**src/rtl/crf_pkg.sv**
```systemverilog
// Shared definitions for the CRF lite master and its read engine.
// Contents: AXI response codes, default CRF register byte addresses,
// the error-code encoding reported to the host, and the master FSM state type.
package crf_pkg;

    localparam logic [1:0] AXI_RESP_OKAY   = 2'b00;
    localparam logic [1:0] AXI_RESP_SLVERR = 2'b10;

    localparam logic [31:0] CRF_UPSTART_ADDR    = 32'h0000_0000;
    localparam logic [31:0] CRF_UPEND_ADDR      = 32'h0000_0004;
    localparam logic [31:0] CRF_UPINHSKCNT_ADDR = 32'h0000_0008;

    typedef enum logic [1:0] {
        ERR_NONE    = 2'd0,
        ERR_BRESP   = 2'd1,
        ERR_RRESP   = 2'd2,
        ERR_TIMEOUT = 2'd3
    } err_code_e;

    typedef enum logic [2:0] {
        S_IDLE,
        S_WR,
        S_WR_RESP,
        S_GAP,
        S_RD_END,
        S_RD_CNT,
        S_FIN,
        S_ERR
    } state_e;

endpackage

```
**src/rtl/lite_rd_chan.sv**
```systemverilog
// Single-beat AXI4-Lite read engine (AR + R channels).
// Ports:
//   clk, rst            clock, synchronous active-high reset
//   req_i, addr_i       1-cycle request to read addr_i (caller guarantees idle)
//   m_axi_ar*_o/_i      AR channel; arvalid held until arready
//   m_axi_r*_i/_o       R channel; rready raised only after AR is accepted
//   ack_o               high in the R handshake cycle; rdata_o/rresp_o valid then
module lite_rd_chan
    import crf_pkg::*;
#(
    parameter int unsigned AXI_DATA_WIDTH = 32,
    parameter int unsigned AXI_ADDR_WIDTH = 32
) (
    input  logic                      clk,
    input  logic                      rst,
    input  logic                      req_i,
    input  logic [AXI_ADDR_WIDTH-1:0] addr_i,
    output logic                      m_axi_arvalid_o,
    output logic [AXI_ADDR_WIDTH-1:0] m_axi_araddr_o,
    output logic [2:0]                m_axi_arprot_o,
    input  logic                      m_axi_arready_i,
    input  logic                      m_axi_rvalid_i,
    input  logic [AXI_DATA_WIDTH-1:0] m_axi_rdata_i,
    input  logic [1:0]                m_axi_rresp_i,
    output logic                      m_axi_rready_o,
    output logic                      ack_o,
    output logic [AXI_DATA_WIDTH-1:0] rdata_o,
    output logic [1:0]                rresp_o
);

    logic                      arvalid_q, arvalid_d;
    logic [AXI_ADDR_WIDTH-1:0] araddr_q, araddr_d;
    logic                      rready_q, rready_d;

    always_comb begin
        arvalid_d = arvalid_q;
        araddr_d  = araddr_q;
        rready_d  = rready_q;
        if (arvalid_q && m_axi_arready_i) begin
            arvalid_d = 1'b0;
            rready_d  = 1'b1;
        end
        if (rready_q && m_axi_rvalid_i) begin
            rready_d = 1'b0;
        end
        // A new request may arrive in the same cycle the previous R beat completes.
        if (req_i) begin
            arvalid_d = 1'b1;
            araddr_d  = addr_i;
        end
    end

    always_ff @(posedge clk) begin
        if (rst) begin
            arvalid_q <= 1'b0;
            araddr_q  <= '0;
            rready_q  <= 1'b0;
        end else begin
            arvalid_q <= arvalid_d;
            araddr_q  <= araddr_d;
            rready_q  <= rready_d;
        end
    end

    assign m_axi_arvalid_o = arvalid_q;
    assign m_axi_araddr_o  = araddr_q;
    assign m_axi_arprot_o  = '0;
    assign m_axi_rready_o  = rready_q;
    assign ack_o           = rready_q && m_axi_rvalid_i;
    assign rdata_o         = m_axi_rdata_i;
    assign rresp_o         = m_axi_rresp_i;

endmodule

```
**src/rtl/crf_lite_master.sv**
```systemverilog
// AXI4-Lite master running one CRF upscale job per host start pulse:
// write UPSTART=1, wait for UPEND bit0, read UPINHSKCNT, report to host.
// Build option: CRF_MASTER_IRQ_WAIT_EN replaces UPEND polling with waiting
// for interrupt_updone (level); otherwise interrupt_updone is ignored.
// Ports:
//   clk, rst                    clock, synchronous active-high reset
//   start                       1-cycle job start, accepted only when idle
//   busy, done, error, err_code host status (done 1-cycle, error sticky)
//   hskcnt                      UPINHSKCNT value, valid from done
//   m_axi_aw*/w*/b*/ar*/r*      AXI4-Lite master interface
//   interrupt_updone            CRF done interrupt
module crf_lite_master
    import crf_pkg::*;
#(
    parameter int unsigned                AXI_DATA_WIDTH  = 32,
    parameter int unsigned                AXI_ADDR_WIDTH  = 32,
    parameter logic [AXI_ADDR_WIDTH-1:0]  UPSTART_ADDR    = AXI_ADDR_WIDTH'(CRF_UPSTART_ADDR),
    parameter logic [AXI_ADDR_WIDTH-1:0]  UPEND_ADDR      = AXI_ADDR_WIDTH'(CRF_UPEND_ADDR),
    parameter logic [AXI_ADDR_WIDTH-1:0]  UPINHSKCNT_ADDR = AXI_ADDR_WIDTH'(CRF_UPINHSKCNT_ADDR),
    parameter int unsigned                POLL_GAP        = 16,
    parameter int unsigned                TIMEOUT         = 2**20
) (
    input  logic                        clk,
    input  logic                        rst,
    input  logic                        start,
    output logic                        busy,
    output logic                        done,
    output logic                        error,
    output logic [1:0]                  err_code,
    output logic [AXI_DATA_WIDTH-1:0]   hskcnt,
    output logic                        m_axi_awvalid,
    output logic [AXI_ADDR_WIDTH-1:0]   m_axi_awaddr,
    output logic [2:0]                  m_axi_awprot,
    input  logic                        m_axi_awready,
    output logic                        m_axi_wvalid,
    output logic [AXI_DATA_WIDTH-1:0]   m_axi_wdata,
    output logic [AXI_DATA_WIDTH/8-1:0] m_axi_wstrb,
    input  logic                        m_axi_wready,
    input  logic                        m_axi_bvalid,
    input  logic [1:0]                  m_axi_bresp,
    output logic                        m_axi_bready,
    output logic                        m_axi_arvalid,
    output logic [AXI_ADDR_WIDTH-1:0]   m_axi_araddr,
    output logic [2:0]                  m_axi_arprot,
    input  logic                        m_axi_arready,
    input  logic                        m_axi_rvalid,
    input  logic [AXI_DATA_WIDTH-1:0]   m_axi_rdata,
    input  logic [1:0]                  m_axi_rresp,
    output logic                        m_axi_rready,
    input  logic                        interrupt_updone
);

    state_e                      state_q;
    logic                        busy_q, done_q, error_q;
    err_code_e                   err_code_q;
    logic [AXI_DATA_WIDTH-1:0]   hskcnt_q;
    logic                        awvalid_q, wvalid_q, bready_q;
    logic [AXI_ADDR_WIDTH-1:0]   awaddr_q;
    logic [AXI_DATA_WIDTH-1:0]   wdata_q;
    logic [AXI_DATA_WIDTH/8-1:0] wstrb_q;
    logic [31:0]                 tmo_q;
`ifndef CRF_MASTER_IRQ_WAIT_EN
    logic [31:0]                 gap_cnt_q;
    logic                        unused_irq;
    assign unused_irq = interrupt_updone;
`endif

    logic                        rd_req, rd_ack, tmo_hit;
    logic [AXI_ADDR_WIDTH-1:0]   rd_addr;
    logic [AXI_DATA_WIDTH-1:0]   rd_rdata;
    logic [1:0]                  rd_rresp;

    // Read requests are decoded from the current state so that arvalid rises
    // on the same edge the FSM enters the read state.
    always_comb begin
        rd_req  = 1'b0;
        rd_addr = UPINHSKCNT_ADDR;
        tmo_hit = (TIMEOUT != 0) && (tmo_q >= 32'(TIMEOUT));
        case (state_q)
`ifdef CRF_MASTER_IRQ_WAIT_EN
            S_GAP:    rd_req = !tmo_hit && interrupt_updone;
`else
            S_GAP: begin
                rd_req  = !tmo_hit && (gap_cnt_q == 32'(POLL_GAP - 1));
                rd_addr = UPEND_ADDR;
            end
            S_RD_END: rd_req = rd_ack && (rd_rresp == AXI_RESP_OKAY) && rd_rdata[0];
`endif
            default:  rd_req = 1'b0;
        endcase
    end

    lite_rd_chan #(
        .AXI_DATA_WIDTH (AXI_DATA_WIDTH),
        .AXI_ADDR_WIDTH (AXI_ADDR_WIDTH)
    ) u_rd_chan (
        .clk             (clk),
        .rst             (rst),
        .req_i           (rd_req),
        .addr_i          (rd_addr),
        .m_axi_arvalid_o (m_axi_arvalid),
        .m_axi_araddr_o  (m_axi_araddr),
        .m_axi_arprot_o  (m_axi_arprot),
        .m_axi_arready_i (m_axi_arready),
        .m_axi_rvalid_i  (m_axi_rvalid),
        .m_axi_rdata_i   (m_axi_rdata),
        .m_axi_rresp_i   (m_axi_rresp),
        .m_axi_rready_o  (m_axi_rready),
        .ack_o           (rd_ack),
        .rdata_o         (rd_rdata),
        .rresp_o         (rd_rresp)
    );

    always_ff @(posedge clk) begin
        if (rst) begin
            state_q    <= S_IDLE;
            busy_q     <= 1'b0;
            done_q     <= 1'b0;
            error_q    <= 1'b0;
            err_code_q <= ERR_NONE;
            hskcnt_q   <= '0;
            awvalid_q  <= 1'b0;
            wvalid_q   <= 1'b0;
            bready_q   <= 1'b0;
            awaddr_q   <= '0;
            wdata_q    <= '0;
            wstrb_q    <= '0;
            tmo_q      <= '0;
`ifndef CRF_MASTER_IRQ_WAIT_EN
            gap_cnt_q  <= '0;
`endif
        end else begin
            done_q <= 1'b0;
            if (state_q == S_GAP || state_q == S_RD_END) begin
                tmo_q <= tmo_q + 32'd1;
            end
            case (state_q)
                S_IDLE: begin
                    if (start) begin
                        state_q    <= S_WR;
                        busy_q     <= 1'b1;
                        error_q    <= 1'b0;
                        err_code_q <= ERR_NONE;
                        tmo_q      <= '0;
                        awvalid_q  <= 1'b1;
                        wvalid_q   <= 1'b1;
                        awaddr_q   <= UPSTART_ADDR;
                        wdata_q    <= AXI_DATA_WIDTH'(1);
                        wstrb_q    <= '1;
                    end
                end
                S_WR: begin
                    if (awvalid_q && m_axi_awready) awvalid_q <= 1'b0;
                    if (wvalid_q && m_axi_wready)   wvalid_q  <= 1'b0;
                    // A channel counts as accepted if it handshakes now or already did.
                    if ((!awvalid_q || m_axi_awready) && (!wvalid_q || m_axi_wready)) begin
                        state_q  <= S_WR_RESP;
                        bready_q <= 1'b1;
                    end
                end
                S_WR_RESP: begin
                    if (m_axi_bvalid && bready_q) begin
                        bready_q <= 1'b0;
                        if (m_axi_bresp == AXI_RESP_OKAY) begin
                            state_q   <= S_GAP;
`ifndef CRF_MASTER_IRQ_WAIT_EN
                            gap_cnt_q <= '0;
`endif
                        end else begin
                            state_q    <= S_ERR;
                            busy_q     <= 1'b0;
                            error_q    <= 1'b1;
                            err_code_q <= ERR_BRESP;
                        end
                    end
                end
                // Timeout is only honoured here, where no read is in flight.
                S_GAP: begin
                    if (tmo_hit) begin
                        state_q    <= S_ERR;
                        busy_q     <= 1'b0;
                        error_q    <= 1'b1;
                        err_code_q <= ERR_TIMEOUT;
                    end else if (rd_req) begin
`ifdef CRF_MASTER_IRQ_WAIT_EN
                        state_q <= S_RD_CNT;
`else
                        state_q <= S_RD_END;
`endif
                    end else begin
`ifndef CRF_MASTER_IRQ_WAIT_EN
                        gap_cnt_q <= gap_cnt_q + 32'd1;
`endif
                    end
                end
`ifndef CRF_MASTER_IRQ_WAIT_EN
                S_RD_END: begin
                    if (rd_ack) begin
                        if (rd_rresp != AXI_RESP_OKAY) begin
                            state_q    <= S_ERR;
                            busy_q     <= 1'b0;
                            error_q    <= 1'b1;
                            err_code_q <= ERR_RRESP;
                        end else if (rd_rdata[0]) begin
                            state_q <= S_RD_CNT;
                        end else begin
                            state_q   <= S_GAP;
                            gap_cnt_q <= '0;
                        end
                    end
                end
`endif
                S_RD_CNT: begin
                    if (rd_ack) begin
                        if (rd_rresp != AXI_RESP_OKAY) begin
                            state_q    <= S_ERR;
                            busy_q     <= 1'b0;
                            error_q    <= 1'b1;
                            err_code_q <= ERR_RRESP;
                        end else begin
                            state_q  <= S_FIN;
                            hskcnt_q <= rd_rdata;
                            busy_q   <= 1'b0;
                            done_q   <= 1'b1;
                        end
                    end
                end
                S_FIN:   state_q <= S_IDLE;
                S_ERR:   state_q <= S_IDLE;
                default: state_q <= S_IDLE;
            endcase
        end
    end

    assign busy          = busy_q;
    assign done          = done_q;
    assign error         = error_q;
    assign err_code      = err_code_q;
    assign hskcnt        = hskcnt_q;
    assign m_axi_awvalid = awvalid_q;
    assign m_axi_awaddr  = awaddr_q;
    assign m_axi_awprot  = '0;
    assign m_axi_wvalid  = wvalid_q;
    assign m_axi_wdata   = wdata_q;
    assign m_axi_wstrb   = wstrb_q;
    assign m_axi_bready  = bready_q;

endmodule

```
**config.mk**
```make
export PLATFORM = sky130hd
export DESIGN_NAME = crf_lite_master
export DESIGN_NICKNAME = d
export VERILOG_FILES = /design/src/rtl/crf_pkg.sv /design/src/rtl/lite_rd_chan.sv /design/src/rtl/crf_lite_master.sv
export SDC_FILE = /design/constraint.sdc
export NUM_CORES = 1
export LEC_CHECK = 0
export BUFFER_PORTS_ARGS = -buffer_cell sky130_fd_sc_hd__buf_2
export CAP_MARGIN = 30
export CELL_PAD_IN_SITES_DETAIL_PLACEMENT = 2
export CELL_PAD_IN_SITES_GLOBAL_PLACEMENT = 2
export CORE_MARGIN = 2
export CORE_UTILIZATION = 30
export CTS_BUF_LIST = sky130_fd_sc_hd__clkbuf_8
export DETAILED_ROUTE_END_ITERATION = 12
export PLACE_DENSITY_LB_ADDON = 0.1
export SLEW_MARGIN = 30
export SYNTH_ARGS = -nofsm -noshare
export SYNTH_HDL_FRONTEND = slang
export SYNTH_HIERARCHICAL = 1
export SYNTH_SLANG_ARGS = --single-unit
```
**constraint.sdc**
```tcl
create_clock -name clk -period 5.3 [get_ports clk]
set_clock_uncertainty 0.2 [all_clocks]
set_input_delay 1.325 -clock clk [delete_from_list [all_inputs] [get_ports clk]]
set_output_delay 1.325 -clock clk [all_outputs]
set_load 0.02 [all_outputs]
```
==> Word level (Yosys, flattened, before mapping) <==
Index checks and enable logic that the tools add are counted.
{ "word_totals": {"output_inout_bits": 148, "inputBits": 45, "word_cells": 143, "register_bits": 143} }
{ "classes": {"n_reduce_logical": 38, "n_addsub": 2, "n_bitwise": 3, "n_eq_ne": 26, "n_lt_le_gt_ge": 1, "n_mux": 57} }
{ "op_table": {"columns": ["op", "count"], "rows": [
  ["$mux W32", 10],
  ["$pmux W32 S3", 1],
  ["$add A32 B1 Y32 const B", 2],
  ["$eq A32 B4 Y1 const B", 1],
  ["$ge A32 B21 Y1 const B", 1],
  ["$mux W3", 10],
  ["$ne A2 B2 Y1 const B", 14],
  ["$mux W1", 21],
  ["$pmux W3 S7", 1],
  ["$reduce_and A8 Y1", 2],
  ["$eq A3 B3 Y1 const B", 4],
  ["$mux W2", 6],
  ["$reduce_and A3 Y1", 4],
  ["$logic_and A1 B1 Y1", 9],
  ["$pmux W1 S2", 4],
  ["$pmux W2 S4", 1],
  ["$reduce_bool A2 Y1", 4],
  ["$reduce_and A7 Y1", 1],
  ["$eq A3 B2 Y1 const B", 2],
  ["$ne A2 B1 Y1 const B", 3],
  ["$reduce_and A6 Y1", 1],
  ["$reduce_or A2 Y1", 3],
  ["$pmux W1 S5", 1],
  ["$reduce_bool A5 Y1", 1],
  ["other kinds (13)", 20]
]} }

==> Depth between registers and ports, before layout <==
Gate-level depths: netlist (run 1).
{ "logic_depth": {"word_depth": 7, "ltp_mapped": 9, "ltp_nobuf": 7} }

==> Cells and area by module <==
The synthesis (run 1) kept the hierarchy.
{ "by_module_without_submodules": {"columns": ["module", "seq_area_each_um2", "area_per_inst_um2", "cells_per_inst", "n_inst"], "rows": [
  ["crf_lite_master", 2162.1, 5674.2, 715, 1],
  ["lite_rd_chan", 680.7, 1531.5, 151, 1]
]} }

==> Least setup slack after synthesis (run 1) <==
Ideal clock, no wire load.
{ "synth_timing": {"kind": "input to register", "start": "input port m_axi_rvalid", "end": "register gap_cnt_q[26]", "t_required_ns": 4.984, "setup_ns": 0.116, "t_arrival_ns": 2.702, "path_buffers": 1, "path_slack_ns": 2.282, "stages": 8, "path_cell_list": "and2_1 -> nand3b_1 -> o22ai_1 -> o21ai_2 -> a21oi_2 -> buf_2 -> a21oi_1 -> a31o_2"} }
{ "synth_via": {"elab_chain_cells": 6, "elab_cells_between_ends": 7, "cone_classes": "eq/ne (2); mux (1); reduce/logical (4)"} }
{ "synth_rtl": {"columns": ["element", "line", "text"], "rows": [
  ["from (decl)", "crf_lite_master.sv:46", "input logic m_axi_rvalid,"],
  ["$logic_and A1 B1 Y1 *", "lite_rd_chan.sv:69", "assign ack_o = rready_q && m_axi_rvalid_i;"],
  ["$logic_and A1 B1 Y1 (2 in a row)", "crf_lite_master.sv:87", "S_RD_END: rd_req = rd_ack && (rd_rresp == AXI_RESP_OKAY) && rd_rdata[0];"],
  ["$pmux W1 S2", "crf_lite_master.sv:79", "case (state_q)"],
  ["$ne A2 B2 Y1 (no source line)", null, null],
  ["$reduce_and A8 Y1 (no source line) *", null, null],
  ["to (signal assigned)", "crf_lite_master.sv:192", "gap_cnt_q <= gap_cnt_q + 32'd1;"],
  ["to (decl)", "crf_lite_master.sv:63", "logic [31:0] gap_cnt_q;"]
]} }
Mark *: on every way between the ends. The rest lies on a longest branch, timed or not.
A chain may end at the register's enable or synchronous reset.

==> Worst setup path in the final report (run 1) <==
{ "layout_timing": {"start": "input port m_axi_rvalid", "end": "register gap_cnt_q[20]"} }
{ "layout_via": {"elab_chain_cells": 6, "elab_cells_between_ends": 7, "cone_classes": "eq/ne (2); mux (1); reduce/logical (4)"} }
{ "layout_rtl": {"columns": ["element", "line", "text"], "rows": [
  ["$logic_and A1 B1 Y1 *", "lite_rd_chan.sv:69", null],
  ["named net rd_ack", "crf_lite_master.sv:68", "logic rd_req, rd_ack, tmo_hit;"],
  ["$logic_and A1 B1 Y1 (2 in a row)", "crf_lite_master.sv:87", null],
  ["$pmux W1 S2", "crf_lite_master.sv:79", null],
  ["$ne A2 B2 Y1 (no source line)", null, null],
  ["$reduce_and A8 Y1 (no source line) *", null, null]
]} }
The timed path passes the listed nets; every way through them passes the cells marked *.

==> results.md, run 1 <==
Global route:
- The global routing met1 resource utilization is 21.0%.
- The number of global-route vias before repair is 6094.
- The met3 capacity usage during global routing is 4.35%.
- The pin count of the biggest net entering global routing is 52.
- The total global routing track utilization is 16.3%.
- The aggregate global routing overflow is 0.
- The number of antenna violations at the first check in global routing is 0.
- In the global route stage, met2 resource usage came out at 27.5%.
- The layer flagged by global routing as most heavily used is met2.
- The first global-routing pass estimated 33.4 mm of wire.

Timing:
- Setup violations remaining at the end of the flow were counted as 0.
- Setup repair after global routing left no endpoint under its margin.
- The number of max-slew violations in the final report is 0.
- In the final timing run, aggregate negative setup slack is 0 ns.
- The clock period could shrink to 3.50 ns.
- The post-route fraction of the period consumed by the critical path is 66.1%.
- The number of hold violations in the final report is 0.
- The maximum achievable frequency is 286 MHz.
- Headroom to the max-slew limit came out at 48.8%.
- For the pin with the worst max-slew slack, the measured transition is 0.768 ns.

Setup path:
- STA classifies the critical path startpoint as an input port.
- The critical setup path kind is input port to register.
- The critical path capture point type is a register.
- Together, buffers and inverters on the worst path number 1.
- Walking the worst path, the cells encountered are buf_2 > and2_1 > nand3b_1 > o22ai_1 > o21ai_2 > a21oi_2 > a21boi_0 > o21a_1.
- The required time at the endpoint of the critical path is 5.45 ns.
- For this design, the slowest cell found on the critical path is sky130_fd_sc_hd__a21oi_2.
- Of all nets on the critical path, the largest fanout is 14.
- Among cell families on the critical path, the largest total delay comes from compound AO/OA/AOI/OAI gates.
- The delay of the slowest cell on the worst path is 0.63 ns.
- The worst path arrival time is 3.65 ns.

Yosys:
- Of the post-synthesis cell area, the dominant cell type holds 39.5%.
- Among all flip-flop cells after synthesis, the most frequent one is sky130_fd_sc_hd__dfxtp_1.
- In this run the cell area of the synthesized design comes to 7210 um^2.
- In this run, synthesis inferred 0 flip-flops with an integrated enable.
- After synthesis, the largest family of logic cells by area is simple AND/OR/NAND/NOR gates.
- The number of storage elements in the synthesis netlist is 142.
- The cell with the most instances after synthesis is sky130_fd_sc_hd__dfxtp_1.
- For this run, asynchronously set or reset flops after synthesis account for 0%.
- After technology mapping, the gate count stands at 866.
- Sequential cells were found to cover 39.5% of the synthesized design area.
- The top cell type by total area after synthesis is sky130_fd_sc_hd__dfxtp_1.
- The number of different library cells used by synthesis comes to 68.
- Multiplexer cells account for 5.00% of the synthesized area.
- The share of synthesized cell area in full adder, half adder and majority cells is 1.04%.
- After Yosys synthesis, and, or, nand and nor cells account for 23.0% of the synthesized area.
- Counting instances in the post-synthesis netlist gives the leading cell types as sky130_fd_sc_hd__dfxtp_1 (142), sky130_fd_sc_hd__nand2_1 (116), sky130_fd_sc_hd__buf_4 (107).
- The synthesized-area fraction occupied by ao, oa, aoi and oai cells is 12.7%.
- The warning count from the yosys run is 6.
- A synthesized cell averages 8.32 um^2.
- Of the total synthesized cell area, the portion taken by XOR and XNOR cells is 3.65%.
- By area the synthesized netlist is led by sky130_fd_sc_hd__dfxtp_1 (39%), sky130_fd_sc_hd__buf_4 (11%), sky130_fd_sc_hd__nand2_1 (6.0%).

Finish:
- The final net count is 1012.
- After filler insertion, the fill cell instance count of the layout stands at 2841.
- The finished cells cover 7990 um^2.
- The count of antenna diodes in the layout is 0.
- The layout-stage area growth over the synthesis result is 10.9%.
- Cells with a size suffix above 1 make up 18.8% of the layout.

Hold path:
- The tightest min-delay check is of the register to register type.

CTS:
- TritonCTS built the clock tree.
- Once the clock tree was built, the setup fixing pass inserted 0 buffers.
- The worst-skew pair later-pin latency is 0.45 ns.
- The longest clock path from root to sink contains 2 buffers.
- The number of instances resized during post-cts repair is 0.
- The number of buffers inserted for hold repair after clock tree synthesis is 0.
- The buffer type at the clock tree root is sky130_fd_sc_hd__clkbuf_8.
- CTS built an H-tree with a depth of 4.
- Clock tree synthesis inserted a total of 17 buffers.
- After clock tree synthesis, the clock-pin slew on the worst setup and hold paths is 0.08 ns.
- The number of sinks handled by clock tree synthesis is 142.

Drt:
- Using the TritonRoute via totals, the vias-per-cell ratio works out to 4.68.
- The total vias in the final route is 6049.
- The first detailed-routing pass took 4 iterations.
- In the final routed layout, each cell accounts on average for 15.9 um.
- The remaining number of nets flagged by the antenna check after routing is 0.
- After detailed routing, the number of remaining DRC violations is 0.
- The number of violations reported at the end of detailed-routing iteration 0 is 219.
- Wires add up to 20.5 mm.

Pwr:
- IR analysis of the VDD net gives a maximum drop of 0.141 mV.
- The total power per unit cell area is 324 nW/um^2.
- For this design the static power due to leakage is 3.11 nW.

Placed design:
- The final HPWL from detailed placement is 14.3 mm.
- The instance area at placement is 7610 um^2.
- The congestion estimate from routability-driven global placement came to 0.734.
- The port buffer count is 122.

Floorplanning:
- The area inside the core boundary is 23500 um^2.
- The top-level port count is 193.
- The overall die width is 159 um.
- In this run the core area contains 56 standard-cell rows.
- The die area is 25300 um^2.
- The initial utilization of the core area, before any placement, comes to 30.6%.
- The die is 159 um tall.

Flow run:
- The number of max-capacitance violations reported is 0.

Run status:
- The run finished with clean final reports.
[metal layers]
metal  share of wire (%)  wire length (um)
met1                  46              9470
met2                  48              9930
met3                 4.8               983
met4                0.67               138
met5                   0                 0
[path summary, 6_finish.rpt]
kind	start	to	depth (start not counted)	slack (ns)
worst min register to register	busy$_SDFFE_PP0P_	busy$_SDFFE_PP0P_	2	0.25
worst max register to register	state_q[1]$_SDFFE_PP0P_	tmo_q[29]$_SDFF_PP0_	7	1.90
worst max-delay path	m_axi_rvalid	gap_cnt_q[20]$_SDFFE_PP0P_	8	1.80
worst min-delay path	busy$_SDFFE_PP0P_	busy$_SDFFE_PP0P_	2	0.25
[metrics by stage]
step / setup slack [ns] / util, % / hold WS, ns / instances / power [mW]
finish: 1.80 / 33.9 / 0.254 / 1293 / 2.59
global placement: 1.36 / 32.3 / 0.240 / 1261 / 1.75
floorplan: 2.28 / - / 0.246 / 963 / 1.64
detailed placement: 1.32 / 32.3 / 0.248 / 1261 / 1.75
global route: 1.57 / 33.9 / 0.276 / 1293 / 2.75
CTS: 1.77 / 33.9 / 0.260 / 1293 / 2.64
[flip-flops by register name, indices dropped and copies added (netlist names)]
signal and count:
gap_cnt_q 32, hskcnt 32, tmo_q 32, u_rd_chan/m_axi_araddr_o 32, state_q 3, err_code 2, busy 1, done 1
error 1, m_axi_awvalid 1, m_axi_bready 1, m_axi_wdata 1, m_axi_wvalid 1, u_rd_chan/m_axi_arvalid_o 1, u_rd_chan/m_axi_rready_o 1
[where the power goes]
group / leakage [nW] / internal [mW] / switching (mW)
Sequential: 1.15 / 1.10 / 0.0472
Combinational: 1.77 / 0.163 / 0.406
Clock: 0.198 / 0.393 / 0.477
[cell families after synthesis]
group	after synthesis
xor+xnor	30
simple gates	338
buf+inv	162
compound gates	150
fa+ha+maj	6
mux	36
other cells	2
flops	142
[layout by cell type (no fill, tap or decap), drive strengths merged, types with 4 or more instances in the layout]
cell type,instances
nor4,17
a211oi,7
a311oi,4
nor2,94
nand2,116
nand4,18
mux2i,36
and3,11
nor3,16
nand3,20
or2,4
a21oi,74
inv,21
conb,99
o21a,5
a31oi,6
nand2b,6
xor2,13
clkbuf,18
nand3b,9
buf,127
dfxtp,142
xnor2,17
clkinv,5
ha,6
o21ai,27
or3,10
and2,4
[final cells by class]
type	instances	area [um^2]	area share [%]
Multi-Input combinational cell	659	3660	45.8
Timing Repair Buffer	127	651	8.15
Sequential cell	142	2840	35.6
Clock buffer	18	248	3.10
Inverter	14	52.6	0.658
Clock inverter	14	133	1.66
Tap cell	319	399	5.00
[worst reg2reg max path: cells and delay by family, from the launching register on]
| kind | cells | cell delay [ns] |
|---|---|---|
| flip-flops | 1 | 0.73 |
| XOR/XNOR | 1 | 0.19 |
| AND/OR/NAND/NOR | 4 | 1.32 |
| AO/OA/AOI/OAI | 1 | 0.26 |
| buffers and inverters | 1 | 0.56 |
No activity file was read; power rests on OpenSTA's default activity.
==> run 2, diff against run 1 <==
Clock period 5.3 ns to 3.6 ns, I/O delays scaled along.
==> results.md, run 2 (synthesized netlist as in run 1, its figures left out) <==
Placed design:
- The final HPWL from detailed placement was 14.8 mm (was 14.3 mm).
- The routability congestion estimate was 0.739 (was 0.734).
- The instance area at placement is 7700 um^2 (was 7610 um^2).
- The port buffer count is 122 (unchanged).

Finish:
- The layout-stage area growth over the synthesis result was 12.6% (was 10.9%).
- The final core area utilization was 34.5% (was 33.9%).
- The final net count came to 1023 (was 1012).
- The share of final-layout standard cells stronger than drive strength 1 was 19.4% (was 18.8%).
- The cell area after layout is 8120 um^2 (was 7990 um^2).
- The most frequent standard cell in the layout excluding fill and tap cells is sky130_fd_sc_hd__dfxtp_1 (unchanged).
- Most frequent cells in the layout: sky130_fd_sc_hd__dfxtp_1 (142), sky130_fd_sc_hd__buf_2 (121), sky130_fd_sc_hd__nand2_1 (116) (unchanged).
- The count of antenna diodes in the layout is 0 (unchanged).

Setup path:
- The critical-path cell with the highest stage delay is sky130_fd_sc_hd__or4_2 (was sky130_fd_sc_hd__a21oi_2).
- The worst path arrival time is 3.16 ns (was 3.65 ns).
- The top cell family by delay on the critical path is simple AND/OR/NAND/NOR gates (was compound AO/OA/AOI/OAI gates).
- The delay of the slowest cell on the worst path is 0.70 ns (was 0.63 ns).
- The largest fanout of any net on the critical path is 22 (was 14).
- The sum of buffers and inverters on the critical path was 1 (unchanged).
- The path length in cells of the critical path is 7 (was 8).
- The critical setup path kind is register to register (was input port to register).
- The setup slack of the most critical reg-to-reg path is 0.58 ns (was 1.90 ns).
- The length in cells of the worst reg-to-reg path is 7 (unchanged).
- Critical path, cell by cell: nor4_1 > nand4_1 > or4_2 > o21ai_4 > buf_12 > mux2i_1 > nor2_1 (was buf_2 > and2_1 > nand3b_1 > o22ai_1 > o21ai_2 > a21oi_2 > a21boi_0 > o21a_1).
- The critical path capture point type is a register (unchanged).
- The worst setup path endpoint is u_rd_chan/m_axi_araddr_o[13]$_SDFFE_PP0P_ (was gap_cnt_q[20]$_SDFFE_PP0P_).
- The required time at the endpoint of the critical path came to 3.74 ns (was 5.45 ns).
- The launching element type of the critical path is a register (was input port).
- The capturing point of the worst reg2reg path is u_rd_chan/m_axi_araddr_o[13]$_SDFFE_PP0P_ (was tmo_q[29]$_SDFF_PP0_).
- The source of the critical timing path is gap_cnt_q[13]$_SDFFE_PP0P_ (was m_axi_rvalid).
- The source of the worst register-to-register timing path is gap_cnt_q[13]$_SDFFE_PP0P_ (was state_q[1]$_SDFFE_PP0P_).

Timing:
- Timing would allow up to 331 MHz.
- The worst max-slew margin expressed relative to the limit was 56.0% (was 48.8%).
- The number of max-slew violations in the final report is 0 (unchanged).
- The number of hold violations in the final report came to 0 (unchanged).
- The final hold slack is 0.256 ns (was 0.254 ns).
- The final critical-path required period is 3.02 ns.
- The number of setup violations in the final report came to 0 (unchanged).
- Setup repair after global routing missed its margin: false (unchanged).
- The accumulated negative setup slack is 0 ns (unchanged).
- The slew of the pin with the lowest slew margin is 0.659 ns (was 0.768 ns).
- The post-route fraction of the period consumed by the critical path is 84.0%.

Floorplanning:
- The top-level port count is 193 (unchanged).
- The initial standard-cell utilization of the core came to 30.6% (unchanged).
- The die area came to 25300 um^2 (unchanged).
- The area inside the core boundary came to 23500 um^2 (unchanged).
- The overall die width was 159 um (unchanged).
- The floorplan row count is 56 (unchanged).
- The die outline height is 159 um (unchanged).

Run status:
- Outcome: completed (unchanged).

CTS:
- The number of buffers inserted for hold repair after clock tree synthesis was 0 (unchanged).
- The number of buffers added for setup after CTS is 0 (unchanged).
- The CTS buffer count is 17 (unchanged).
- The CTS tree is yes (unchanged).
- The worst-skew pair later-pin latency is 0.45 ns (about the same).
- The clock-pin slew reported for the worst setup and hold paths after clock tree synthesis came to 0.09 ns (was 0.08 ns).
- The number of sinks handled by clock tree synthesis is 142 (unchanged).
- The count of H-tree levels built during CTS was 4 (unchanged).
- The maximum buffer depth of the clock tree is 2 (unchanged).
- The number of instances resized during post-cts repair came to 0 (unchanged).
- The buffer type at the clock tree root is sky130_fd_sc_hd__clkbuf_8 (unchanged).

Drt:
- The DRC violation count after routing is 0 (unchanged).
- The number of violations reported at the end of detailed-routing iteration 0 is 262 (was 219).
- The average detailed-routed wire length per instance is 16.0 um (was 15.9 um).
- The number of vias per cell after detailed routing is 4.68 (about the same).
- The number of optimization iterations in the first detailed-route pass is 4 (unchanged).
- The total length of routed wires is 20.8 mm (was 20.5 mm).
- The total vias in the final route came to 6109 (was 6049).
- The remaining number of nets flagged by the antenna check after routing was 0 (unchanged).

Global route:
- The pin count of the biggest net entering global routing is 46 (was 52).
- The number of global-route vias before repair came to 6112 (was 6094).
- The total global routing track utilization is 16.3% (about the same).
- The aggregate global routing overflow is 0 (unchanged).
- The first-pass GRT wire length is 33.4 mm (about the same).
- The number of antenna violations at the first check in global routing was 0 (unchanged).

Pwr:
- The maximum vdd ir drop came to 0.236 mV (was 0.141 mV).
- The leakage power is 3.18 nW (was 3.11 nW).
- The total power draw is 3.97 mW (was 2.59 mW).
- The total power per unit cell area is 489 nW/um^2 (was 324 nW/um^2).

Flow run:
- The number of max-capacitance violations reported is 0 (unchanged).

Hold path:
- The type of the worst min-delay path is register to register (unchanged).
-- run 2: cell types whose count changed in the layout (fill, tap and decap cells not counted), moves of 2 or more --
cell	before	now
sky130_fd_sc_hd__buf_4	6	16
sky130_fd_sc_hd__bufinv_16	1	3
sky130_fd_sc_hd__clkinv_2	2	0
sky130_fd_sc_hd__clkinv_4	3	1
sky130_fd_sc_hd__clkinvlp_4	1	3
-- run 2: worst register-to-register path, stage by stage (launching register included) --
cell	delay (ns)
sky130_fd_sc_hd__dfxtp_1	0.36
sky130_fd_sc_hd__nor4_1	0.56
sky130_fd_sc_hd__nand4_1	0.22
sky130_fd_sc_hd__or4_2	0.70
sky130_fd_sc_hd__o21ai_4	0.27
sky130_fd_sc_hd__buf_12	0.29
sky130_fd_sc_hd__mux2i_1	0.25
sky130_fd_sc_hd__nor2_1	0.06
-- run 2: power by group --
group | internal, mW | total, mW | switching, mW
sequential | 1.62 | 1.70 | 0.0722
clock | 0.700 | 1.41 | 0.712
combinational | 0.267 | 0.864 | 0.597
-- run 2: stage by stage --
stage / instances / setup WS, ns
after floorplan: 963 / 1.01
after global placement: 1272 / 0.507
after detailed placement: 1272 / 0.512
after CTS: 1304 / 0.566
after global routing: 1304 / 0.404
final: 1304 / 0.576
-- run 2: layout make-up --
cell class | count | area (um^2)
Fill cell | 2765 | 15400
Multi-Input combinational cell | 659 | 3660
Sequential cell | 142 | 2840
Timing Repair Buffer | 138 | 746
Tap cell | 319 | 399
Clock buffer | 17 | 234
Clock inverter | 15 | 186
Inverter | 14 | 52.6
-- run 2: worst min path at each step --
stage,start,endpoint,cells after the start
after detailed placement,hskcnt[0]$_SDFFE_PP0P_,hskcnt[0]$_SDFFE_PP0P_,2
after CTS,hskcnt[0]$_SDFFE_PP0P_,hskcnt[0]$_SDFFE_PP0P_,2
final,hskcnt[26]$_SDFFE_PP0P_,hskcnt[26]$_SDFFE_PP0P_,2
after global placement,hskcnt[23]$_SDFFE_PP0P_,hskcnt[23]$_SDFFE_PP0P_,2
after global routing,hskcnt[0]$_SDFFE_PP0P_,hskcnt[0]$_SDFFE_PP0P_,2
after floorplan,gap_cnt_q[31]$_SDFFE_PP0P_,gap_cnt_q[31]$_SDFFE_PP0P_,2
-- run 2: routing by layer --
layer	track usage, %	up-vias	wire, um
li1	-	2988	-
met1	21.0	2993	9840
met2	27.0	116	9790
met3	4.51	12	999
met4	4.13	0	201
met5	0	-	0
